$ cat src/rtl/sequenciador_entradas.sv
// Patient-field entry sequencer: synchronised keypad, per-field decimal entry,
// field commit strobes and a bounded wait on the external classifier.
module sequenciador_entradas #(
    parameter int NUM_FIELDS   = 7,
    parameter int CALC_TIMEOUT = 65535
) (
    input  logic        CLOCK_50,
    input  logic        RST_N,
    input  logic [0:11] IO,
    input  logic        CALC_DONE,
    input  logic        RESULT,
    output logic [3:0]  ESTADO,
    output logic [13:0] VALUE,
    output logic [2:0]  DIGITS,
    output logic        FIELD_WE,
    output logic [2:0]  FIELD_ADDR,
    output logic [13:0] FIELD_DATA,
    output logic        FIELD_CLR,
    output logic        CALC_START,
    output logic        RESULT_Q,
    output logic        ERR,
    output logic        BUSY
);

    typedef enum logic [1:0] {
        S_ENTRY,
        S_COMMIT,
        S_CALC,
        S_SHOW
    } state_t;

    localparam logic [3:0]  LAST_IDX = 4'(NUM_FIELDS - 1);
    localparam logic [3:0]  CALC_IDX = 4'(NUM_FIELDS);
    localparam logic [15:0] TO_LAST  = 16'(CALC_TIMEOUT - 1);

    logic [0:11] sync1_q, sync2_q, prev_q, armed_q;
    logic [1:0]  live_q;
    logic [0:11] key_e;
    logic        clr_e, nxt_e;
    logic [3:0]  dig_cnt, dig_val;
    logic        dig_one;
    logic [13:0] value_mac;

    state_t      state_q, state_d;
    logic [3:0]  estado_q, estado_d;
    logic [13:0] value_q, value_d;
    logic [2:0]  digits_q, digits_d;
    logic        we_q, we_d;
    logic [2:0]  addr_q, addr_d;
    logic [13:0] data_q, data_d;
    logic        clr_q, clr_d;
    logic        start_q, start_d;
    logic        res_q, res_d;
    logic        err_q, err_d;
    logic        busy_q, busy_d;
    logic [15:0] cnt_q, cnt_d;
    logic        restart;

    // Key synchroniser and edge detector; a key is armed only once it has
    // been seen low after reset, so a key held through reset stays silent.
    always_ff @(posedge CLOCK_50 or negedge RST_N) begin
        if (!RST_N) begin
            sync1_q <= '0;
            sync2_q <= '0;
            prev_q  <= '0;
            armed_q <= '0;
            live_q  <= '0;
        end else begin
            sync1_q <= IO;
            sync2_q <= sync1_q;
            prev_q  <= sync2_q;
            live_q  <= {live_q[0], 1'b1};
            armed_q <= armed_q | (~sync2_q & {12{live_q[1]}});
        end
    end

    assign key_e = sync2_q & ~prev_q & armed_q;
    assign clr_e = key_e[11];
    assign nxt_e = key_e[10];

    // Count digit edges this cycle and remember which digit fired.
    always_comb begin
        dig_cnt = '0;
        dig_val = '0;
        for (int i = 0; i < 10; i++) begin
            if (key_e[i]) begin
                dig_cnt = dig_cnt + 4'd1;
                dig_val = 4'(i);
            end
        end
    end

    assign dig_one   = (dig_cnt == 4'd1);
    assign value_mac = value_q * 14'd10 + {10'd0, dig_val};

    // Next-state and next-output logic with CLEAR taking priority everywhere.
    always_comb begin
        state_d  = state_q;
        estado_d = estado_q;
        value_d  = value_q;
        digits_d = digits_q;
        we_d     = 1'b0;
        addr_d   = addr_q;
        data_d   = data_q;
        clr_d    = 1'b0;
        start_d  = 1'b0;
        res_d    = res_q;
        err_d    = err_q;
        cnt_d    = cnt_q;
        restart  = 1'b0;
        if (clr_e) begin
            restart = 1'b1;
        end else begin
            unique case (state_q)
                S_ENTRY: begin
                    if (nxt_e) begin
                        state_d = S_COMMIT;
                        we_d    = 1'b1;
                        addr_d  = estado_q[2:0];
                        data_d  = value_q;
                    end else if (dig_one && digits_q < 3'd4) begin
                        value_d  = value_mac;
                        digits_d = digits_q + 3'd1;
                    end
                end
                S_COMMIT: begin
                    value_d  = '0;
                    digits_d = '0;
                    if (estado_q == LAST_IDX) begin
                        state_d  = S_CALC;
                        estado_d = CALC_IDX;
                        start_d  = 1'b1;
                        cnt_d    = '0;
                    end else begin
                        state_d  = S_ENTRY;
                        estado_d = estado_q + 4'd1;
                    end
                end
                S_CALC: begin
                    if (CALC_DONE) begin
                        res_d   = RESULT;
                        err_d   = 1'b0;
                        state_d = S_SHOW;
                    end else if (cnt_q == TO_LAST) begin
                        res_d   = 1'b0;
                        err_d   = 1'b1;
                        state_d = S_SHOW;
                    end else begin
                        cnt_d = cnt_q + 16'd1;
                    end
                end
                S_SHOW: begin
                    if (nxt_e) restart = 1'b1;
                end
                default: ;
            endcase
        end
        if (restart) begin
            state_d  = S_ENTRY;
            estado_d = '0;
            value_d  = '0;
            digits_d = '0;
            res_d    = 1'b0;
            err_d    = 1'b0;
            clr_d    = 1'b1;
        end
        busy_d = (state_d == S_CALC);
    end

    // State and registered outputs.
    always_ff @(posedge CLOCK_50 or negedge RST_N) begin
        if (!RST_N) begin
            state_q  <= S_ENTRY;
            estado_q <= '0;
            value_q  <= '0;
            digits_q <= '0;
            we_q     <= 1'b0;
            addr_q   <= '0;
            data_q   <= '0;
            clr_q    <= 1'b0;
            start_q  <= 1'b0;
            res_q    <= 1'b0;
            err_q    <= 1'b0;
            busy_q   <= 1'b0;
            cnt_q    <= '0;
        end else begin
            state_q  <= state_d;
            estado_q <= estado_d;
            value_q  <= value_d;
            digits_q <= digits_d;
            we_q     <= we_d;
            addr_q   <= addr_d;
            data_q   <= data_d;
            clr_q    <= clr_d;
            start_q  <= start_d;
            res_q    <= res_d;
            err_q    <= err_d;
            busy_q   <= busy_d;
            cnt_q    <= cnt_d;
        end
    end

    assign ESTADO     = estado_q;
    assign VALUE      = value_q;
    assign DIGITS     = digits_q;
    assign FIELD_WE   = we_q;
    assign FIELD_ADDR = addr_q;
    assign FIELD_DATA = data_q;
    assign FIELD_CLR  = clr_q;
    assign CALC_START = start_q;
    assign RESULT_Q   = res_q;
    assign ERR        = err_q;
    assign BUSY       = busy_q;

endmodule

$ cat config.mk
export PLATFORM = sky130hd
export DESIGN_NAME = sequenciador_entradas
export DESIGN_NICKNAME = d
export VERILOG_FILES = /design/src/rtl/sequenciador_entradas.sv
export SDC_FILE = /design/constraint.sdc
export NUM_CORES = 1
export LEC_CHECK = 0
export ABC_AREA = 0
export CORE_MARGIN = 1.5
export CORE_UTILIZATION = 43
export DETAILED_ROUTE_END_ITERATION = 10
export SLEW_MARGIN = 20
export SYNTH_ARGS = -nofsm -noshare
export SYNTH_HDL_FRONTEND = slang
export SYNTH_SLANG_ARGS = --single-unit
$ cat constraint.sdc
create_clock -name CLOCK_50 -period 16 [get_ports CLOCK_50]
set_clock_uncertainty 0.2 [all_clocks]
set_input_delay 2.4 -clock CLOCK_50 [delete_from_list [all_inputs] [get_ports CLOCK_50]]
set_output_delay 2.4 -clock CLOCK_50 [all_outputs]
set_load 0.02 [all_outputs]
After elaboration in Yosys (flattened, before gate mapping)
Index checks and enable logic that the tools add are counted.

word-level totals
  input port bits = 16
  output and inout port bits = 44
  bits in registers = 112

cells by class
  order comparisons = 1
  bitwise operators = 7
  mux-type cells = 63
  equality and inequality tests = 13
  add/sub/neg operators = 13
  reductions and logical operators = 12
  multiply operators = 1

operators with widths
  cell                   count
  $mux 4                 21
  $mux 14                4
  $mux 16                3
  $add 4x1->4 const B    10
  $and 12x12->12         3
  $pmux 16 s2            1
  $pmux 14 s2            1
  $not 12->12            2
  $mux 1                 21
  $add 16x1->16 const B  1
  $eq 16x16->1 const B   1
  $add 14x4->14          1
  $mul 14x3->13 const B  1
  $mux 2                 6
  $mux 3                 4
  $or 12x12->12          1
  $eq 2x2->1 const B     3
  $ne 2x2->1 const B     3
  $ne 3x3->1 const B     2
  $pmux 2 s3             1
  $pmux 3 s2             1
  $reduce_and 3->1       2
  $reduce_bool 2->1      3
  $reduce_bool 3->1      2
  12 further kinds       12

Longest topological paths before layout
Gate-level depths: netlist of the first run.

  depth in word-level cells = 29
  mapped depth = 32
  mapped depth without buffers = 31

Worst setup path before layout of the first run
No wires, ideal clock.

  kind = register -> register
  start = reg sync2_q[0] in the netlist's numbering
  end = reg value_q[10] (netlist: VALUE[10])
  cell stages (with the launch flop) = 33
  setup time = 0.101 ns
  period minus slack after synthesis = 6.342 ns
  slack = 9.658 ns
  buffers on the path = 1
  arrival = 6.041 ns
  cells stage by stage = dfrtp_1 nand2_1 or2_2 inv_1 ha_1 xor2_4 ha_1 nand2_1 nand2_1 ha_1 nor2_1 a31oi_1 ha_1 or4bb_1 o31ai_1 a31oi_1 ha_1 mux2_1 ha_1 mux2i_1 inv_1 ha_1 nor2_1 a21oi_1 ha_1 nand2_1 mux2i_1 nand2_1 o211ai_1 o211a_2 clkbuf_1 a21oi_1 nor4_1

between the ends
  longest elaborated chain between the ends = 25

ends and longest elaborated chain
  item                                 line  source
  start: declaration                   36    logic [0:11] sync1_q, sync2_q, prev_q, armed_q;
  start signal: assignment             70    sync2_q <= sync1_q;
  $and 12x12->12 * (2 in series)       77    assign key_e = sync2_q & ~prev_q & armed_q;
  $mux 1 *                             86    if (key_e[i]) begin
  $add 4x1->4                          87    dig_cnt = dig_cnt + 4'd1;
  $mux 4 *                             86
  $add 4x1->4                          87
  $mux 4 *                             86
  $add 4x1->4                          87
  $mux 4 *                             86
  (+8 left out)                        n/a
  $add 4x1->4                          87
  $mux 4 *                             86
  $add 4x1->4                          87
  $mux 4 *                             86
  $eq 4x1->1 *                         93    assign dig_one = (dig_cnt == 4'd1);
  $logic_and 1x1->1 *                  121   end else if (dig_one && digits_q < 3'd4) begin
  $ne 3x3->1 (no source line) *        n/a
  $reduce_and 4->1 (no source line) *  n/a
  end signal: assignment               189   value_q <= value_d;
  end: declaration                     46    logic [13:0] value_q, value_d;

Mark *: on every way between the ends. The rest lies on a longest branch, timed or not.
A chain may end at the register's enable or synchronous reset.

Final worst setup path of the first run
  start = reg sync2_q[0] in the netlist's numbering
  end = reg value_q[5] (netlist: VALUE[5])

Same word-level chain as after synthesis.

==> impl_metrics.toml, run 1 <==
[global_routing]
antenna_found_initial = 0
gr-usage-all-layers_pct = 17.4
global_route.overflow_total = 0
grt_pass1_vias = 4110
grt_first_pass_wirelength_um = 19800
grt_max_degree = 83

[setup_path]
slowest_stage = "sky130_fd_sc_hd__or4bb_1"
timing.critical_path.slowest_cell_delay_ns = 0.50
total_buffers_and_inverters_traversed_by_the_critical_path = 2
path_delay_family = "adder cells"
path_class = "register to register"
timing.critical_path.fanout_max = 14
endpoint_kind = "register"
crit_top_cell = "sky130_fd_sc_hd__ha_1"
cp.arrival_ns = 7.13
cp.required_ns = 16.07
start_kind = "register"

[floorplan]
num_rows = 41
floorplan.core_area_um2 = 12800
fp.dieArea_um2 = 13900
die_width_um = 118
floorplan.initialDensity_pct = 44.6
die_height_um = 118
ioPinCount = 60

[finish]
final_layout_size_suffix_gt1_share_pct = 5.52
flow.area_growth_from_synthesis_pct = 18.3
layout.nets = 666
layout.area.seq_um2 = 2800
layout.cells.most_common = "sky130_fd_sc_hd__dfrtp_1"
stdcell_count = 788
fill_cells = 1166
antenna-diode-count = 0
layout_common_cells = "sky130_fd_sc_hd__dfrtp_1 (112), sky130_fd_sc_hd__nand2_1 (89), sky130_fd_sc_hd__clkdlybuf4s50_1 (58)"
multi_input_gate_area_um2 = 2730

[place]
gpl_congestion = 0.798
placed_cells_incl_taps = 773
place_hpwl_um = 8030
buffer_ports.inserted = 59

[pwr]
combinationalPowerShare_pct = 40.0
power.leakage_nw = 3.20
clockPowerShare_pct = 22.7
switching_power_mw = 0.354
power.density_cell_area_nw_per_um2 = 144
p_seq_share_pct = 37.2
worst_ir_drop_on_vdd_uv = 57.5
p_int_mw = 0.619
netSwitchingFraction_pct = 36.4

[sta]
fmaxAchievable_mhz = 142
rsz_0062_raised_after_global_routing = "false"
finalWorstPathRequiredPeriod_ns = 7.06
post-route-period-util_pct = 44.1
setup_viol = 0
totalNegativeSetupSlack_ns = 0
worstMarginPinSlew_ns = 1.05
hold_viol = 0
slew_violations = 0
worst_slew_margin_rel_pct = 29.9

[synthesis]
synth-warning-count = 0
async_reset_ff_share_pct = 100
number_of_library_cell_types_mapped_by_synthesis = 60
synth_cells = 556
synth.avg_cell_area_um2 = 10.2
post_synthesis_register_bit_count = 112
synth-seq-area-share_pct = 49.2
synth_enable_flop_cells = 0
mappedNetlistArea_um2 = 5690
synthesis.nets = 610
ys.flop_type = "sky130_fd_sc_hd__dfrtp_1"

[job]
max-cap-violations = 0

[route]
drt_pre_antenna_iters = 4
drt_wl_total_um = 11300
iteration_0_drc_markers = 207
post_drt_via_cell_ratio = 5.17
routedWlPerCell_um = 14.3
drc = 0
final_antenna_net_count = 0
detailroute.via_count = 4073

[cts]
clock_tree_from_tritoncts = "done"
postCtsSetupRepairBufs = 0
clock_insertion_delay_at_the_later_pin_of_the_skew_report_ns = 0.35
worst_setup_hold_path_clk_slew_ns = 0.07
tritoncts_num_sinks = 112
cts-buffers-inserted = 9
post_cts_resize_count = 0
cts_max_level = 3
ctsRootBufferMaster = "sky130_fd_sc_hd__clkbuf_16"
ctsHoldBuffers = 0
clock_tree.buffer_depth = 2

[outcome]
run_status = "finished, final reports clean"

[min_path]
worst_hold_path_type = "register to register"
-- power by group through the flow --
stage	Sequential, mW	Combinational, mW	Clock, mW
floorplan	0.395	0.230	0
global placement	0.367	0.381	0
detailed placement	0.368	0.388	0
CTS	0.363	0.392	0.227
global route	0.368	0.434	0.239
finish	0.362	0.389	0.221
-- through the flow --
| step | power [mW] | setup slack (ns) | utilization (%) | hold WS (ns) | instance area [µm²] |
|---|---|---|---|---|---|
| floorplan | 0.625 | 9.66 | - | 0.131 | 5690 |
| global placement | 0.747 | 9.21 | 50.4 | 0.132 | 6440 |
| detailed placement | 0.756 | 8.94 | 50.4 | 0.135 | 6440 |
| CTS | 0.982 | 8.91 | 52.7 | 0.151 | 6730 |
| global route | 1.04 | 8.51 | 52.7 | 0.161 | 6730 |
| finish | 0.973 | 8.94 | 52.7 | 0.148 | 6730 |
-- cell type report --
class	instances	area share, %
clock buffers	10	3.40
clock inverters	5	0.873
inverters	24	1.34
multi-input cells	404	40.6
flip-flops and latches	112	41.6
well taps	172	3.20
repair buffers	61	9.01
-- worst register-to-register path: cells and delay by family, from the launching register on --
family,cells,cell delay [ns]
AOI/OAI and AO/OA,5,0.95
xor gates and xnor gates,1,0.23
adders and majority gates,8,2.31
buffers and inverters,2,0.14
DFF,1,0.37
muxes,3,0.84
and+or+nand+nor,9,1.93
-- flip-flops by register name, summed over array words and instances (netlist names) --
name / cells
FIELD_WE: 1
sync1_q: 12
prev_q: 12
cnt_q: 16
sync2_q: 12
state_q: 2
VALUE: 14
FIELD_DATA: 14
ESTADO: 4
BUSY: 1
armed_q: 12
FIELD_ADDR: 3
FIELD_CLR: 1
ERR: 1
DIGITS: 3
live_q: 2
CALC_START: 1
RESULT_Q: 1
-- cells in the mapped netlist (2+ instances only) --
master | count | area share, %
sky130_fd_sc_hd__mux2_2 | 2 | 0.40
sky130_fd_sc_hd__nand3_1 | 14 | 1.2
sky130_fd_sc_hd__a31oi_1 | 4 | 0.44
sky130_fd_sc_hd__or3_1 | 7 | 0.77
sky130_fd_sc_hd__inv_1 | 22 | 1.5
sky130_fd_sc_hd__xor2_1 | 15 | 2.3
sky130_fd_sc_hd__nor4_1 | 8 | 0.88
sky130_fd_sc_hd__or2_2 | 6 | 0.66
sky130_fd_sc_hd__ha_1 | 36 | 7.9
sky130_fd_sc_hd__a32oi_1 | 2 | 0.31
sky130_fd_sc_hd__xnor3_2 | 2 | 0.84
sky130_fd_sc_hd__nor2_1 | 35 | 2.3
sky130_fd_sc_hd__a21oi_1 | 30 | 2.6
sky130_fd_sc_hd__nand4_1 | 5 | 0.55
sky130_fd_sc_hd__nand2_1 | 89 | 5.9
sky130_fd_sc_hd__mux2i_1 | 9 | 1.6
sky130_fd_sc_hd__nand3b_1 | 6 | 0.79
sky130_fd_sc_hd__dfrtp_1 | 112 | 49
sky130_fd_sc_hd__and3b_1 | 8 | 1.2
sky130_fd_sc_hd__buf_2 | 2 | 0.18
sky130_fd_sc_hd__clkbuf_1 | 12 | 0.79
sky130_fd_sc_hd__fa_1 | 2 | 0.70
sky130_fd_sc_hd__o21a_1 | 5 | 0.66
sky130_fd_sc_hd__xnor2_1 | 23 | 3.5
sky130_fd_sc_hd__o21ai_0 | 11 | 0.97
sky130_fd_sc_hd__and3_1 | 11 | 1.2
sky130_fd_sc_hd__nor3b_1 | 3 | 0.40
sky130_fd_sc_hd__a21o_1 | 17 | 2.2
sky130_fd_sc_hd__nor3_1 | 16 | 1.4
sky130_fd_sc_hd__and4_1 | 2 | 0.31
sky130_fd_sc_hd__nand2b_1 | 5 | 0.55
sky130_fd_sc_hd__nand4b_1 | 3 | 0.46
sky130_fd_sc_hd__nor2b_1 | 4 | 0.44
sky130_fd_sc_hd__o211ai_1 | 2 | 0.26
-- path summary, 6_finish.rpt --
kind                            slack (ns)  cells past startpoint                        end                 start
min in group asynchronous             1.79                      1  FIELD_DATA[5]$_DFFE_PN0P_                 RST_N
worst max register to register        8.94                     28       VALUE[5]$_DFFE_PN0P_  sync2_q[0]$_DFF_PN0_
worst max-delay path                  8.94                     28       VALUE[5]$_DFFE_PN0P_  sync2_q[0]$_DFF_PN0_
worst min-delay path                  0.15                      0       sync2_q[9]$_DFF_PN0_  sync1_q[9]$_DFF_PN0_
max in group asynchronous            12.76                      2      cnt_q[15]$_DFFE_PN0P_                 RST_N
worst min register to register        0.15                      0       sync2_q[9]$_DFF_PN0_  sync1_q[9]$_DFF_PN0_
-- layer usage --
layer	vias up	track usage (%)	share of wire (%)
met5	-	0	0
met3	8	2.81	2.4
met4	0	6.63	0.82
met2	64	28.3	49
li1	2023	-	-
met1	1978	23.4	48
-- logic make-up after synthesis --
family / share of synthesized area (%)
AO/OA/AOI/OAI: 9.65
XOR/XNOR: 7.89
adder cells (fa/ha/maj): 8.61
buffers and inverters: 2.81
flip-flops: 49.2
multiplexers: 2.18
other: 0.0659
AND/OR/NAND/NOR: 19.6
(Power assumes the default switching activity.)
==> run 2, diff against run 1 <==
==> constraint.sdc (replaced) <==
create_clock -name CLOCK_50 -period 7.35 [get_ports CLOCK_50]
set_clock_uncertainty 0.2 [all_clocks]
set_input_delay 1.1025 -clock CLOCK_50 [delete_from_list [all_inputs] [get_ports CLOCK_50]]
set_output_delay 1.1025 -clock CLOCK_50 [all_outputs]
set_load 0.02 [all_outputs]
==> run 2 against run 1 <==
Sequential power grew 120%. Setup slack lost 8.5 ns. Combinational power grew 120%. Cell count grew 0.25%.
==> impl_metrics.toml, run 2 (synthesis gave the netlist of run 1 again) <==
[sta]
finalWorstPathRequiredPeriod_ns = 6.90
layout_setup_ws_ns = 0.445
setup_viol = 0
totalNegativeSetupSlack_ns = 0
rsz_0062_raised_after_global_routing = "true"
post-route-period-util_pct = 93.9
hold_viol = 0
worstMarginPinSlew_ns = 1.00
worst_slew_margin_rel_pct = 33.1
slew_violations = 0
fmaxAchievable_mhz = 145
hold-worst-slack_ns = 0.149

[pwr]
power.density_cell_area_nw_per_um2 = 317
worst_ir_drop_on_vdd_uv = 125
power.leakage_nw = 3.22
total_power_mw = 2.14

[setup_path]
timing.critical_path.slowest_cell_delay_ns = 0.51
crit_top_cell = "sky130_fd_sc_hd__ha_1"
timing.critical_path.fanout_max = 14
cp.required_ns = 7.38
slowest_stage = "sky130_fd_sc_hd__or4bb_1"
cp.arrival_ns = 6.93
start_kind = "register"
endpoint_kind = "register"
path_class = "register to register"

[place]
gpl_congestion = 0.874
buffer_ports.inserted = 59
place_worst_setup_slack_ns = 0.531
place_hpwl_um = 7900
placed_cells_incl_taps = 774
placedInstanceArea_um2 = 6450

[route]
post_drt_via_cell_ratio = 5.15
drc = 0
drt_pre_antenna_iters = 4
detailroute.via_count = 4072
iteration_0_drc_markers = 190
routedWlPerCell_um = 13.9
drt_wl_total_um = 11000
final_antenna_net_count = 0

[finish]
layout_common_cells = "sky130_fd_sc_hd__dfrtp_1 (112), sky130_fd_sc_hd__nand2_1 (89), sky130_fd_sc_hd__clkdlybuf4s50_1 (58)"
stdcell_count = 790
antenna-diode-count = 0
utilization_pct = 53.0
layout.area.seq_um2 = 2800
flow.area_growth_from_synthesis_pct = 18.8
fin_area_um2 = 6760
layout.nets = 667
fill_cells = 1165
final_layout_size_suffix_gt1_share_pct = 5.99
largest_register_ff_count = 16
multi_input_gate_area_um2 = 2740
layout.cells.most_common = "sky130_fd_sc_hd__dfrtp_1"
top_register = "cnt_q"

[floorplan]
floorplan.core_area_um2 = 12800
ioPinCount = 60
die_height_um = 118
die_width_um = 118
num_rows = 41
fp.dieArea_um2 = 13900
floorplan.initialDensity_pct = 44.6

[cts]
worst_setup_hold_path_clk_slew_ns = 0.07
clock_tree_from_tritoncts = "done"
clock_insertion_delay_at_the_later_pin_of_the_skew_report_ns = 0.35
clock_tree.buffer_depth = 2
cts-buffers-inserted = 9
cts_max_level = 3
ctsRootBufferMaster = "sky130_fd_sc_hd__clkbuf_16"
ctsHoldBuffers = 0
tritoncts_num_sinks = 112

[global_routing]
antenna_found_initial = 0
grt_max_degree = 83
global_route.overflow_total = 0
grt_first_pass_wirelength_um = 18900
gr-usage-all-layers_pct = 16.6
grt_pass1_vias = 3994

[min_path]
worst_hold_path_type = "register to register"

[outcome]
run_status = "finished, final reports clean"

[job]
max-cap-violations = 0
run 2: cell types whose count changed in the layout (fill, tap and decap cells not counted):
cell | previous run | this run
sky130_fd_sc_hd__clkinvlp_4 | 2 | 0
sky130_fd_sc_hd__buf_4 | 2 | 3
sky130_fd_sc_hd__clkbuf_8 | 0 | 1
sky130_fd_sc_hd__inv_6 | 0 | 1
sky130_fd_sc_hd__inv_8 | 0 | 1
sky130_fd_sc_hd__mux2i_1 | 9 | 8
sky130_fd_sc_hd__mux2i_2 | 0 | 1
run 2: per-layer routing:
metal	global-route usage (%)	up-vias	share of wire [%]
met1	21.9	1942	48
met3	3.25	20	3.3
met5	0	-	0
met2	26.3	87	46
li1	-	2023	-
met4	7.85	0	2.2
run 2: path summary, 6_finish.rpt:
path	start	to	slack [ns]	depth (start not counted)
setup / recovery	sync2_q[0]$_DFF_PN0_	VALUE[1]$_DFFE_PN0P_	0.45	31
hold / removal	sync1_q[2]$_DFF_PN0_	sync2_q[2]$_DFF_PN0_	0.15	0
setup reg to reg	sync2_q[0]$_DFF_PN0_	VALUE[1]$_DFFE_PN0P_	0.45	31
hold reg to reg	sync1_q[2]$_DFF_PN0_	sync2_q[2]$_DFF_PN0_	0.15	0
max in group asynchronous	RST_N	sync1_q[0]$_DFF_PN0_	5.39	2
min in group asynchronous	RST_N	FIELD_DATA[0]$_DFFE_PN0P_	0.49	1
run 2: cell type report:
class / count / area share (%)
flip-flops and latches: 112 / 41.4
multi-input cells: 404 / 40.4
repair buffers: 62 / 9.08
clock buffers: 11 / 3.59
well taps: 172 / 3.18
inverters: 24 / 1.33
clock inverters: 5 / 0.943
run 2: repair_timing:
action,CTS,global route
endpoints found under the setup margin,0,8
setup buffers,0,0
hold endpoints to repair,0,0
gates resized for setup,0,1
run 2: power by group:
part | switching [mW] | leakage (nW) | internal [mW] | total, mW
Combinational | 0.467 | 1.68 | 0.392 | 0.860
Clock | 0.221 | 0.152 | 0.278 | 0.498
Sequential | 0.0893 | 1.39 | 0.698 | 0.787
run 2: critical path, delay by kind of cell (launching register included):
family | cells | cell delay, ns
AOI/OAI and AO/OA | 6 | 1.17
adders and majority gates | 8 | 2.27
muxes | 4 | 0.87
DFF | 1 | 0.37
xor gates and xnor gates | 1 | 0.23
buffers and inverters | 2 | 0.14
and+or+nand+nor | 10 | 1.54
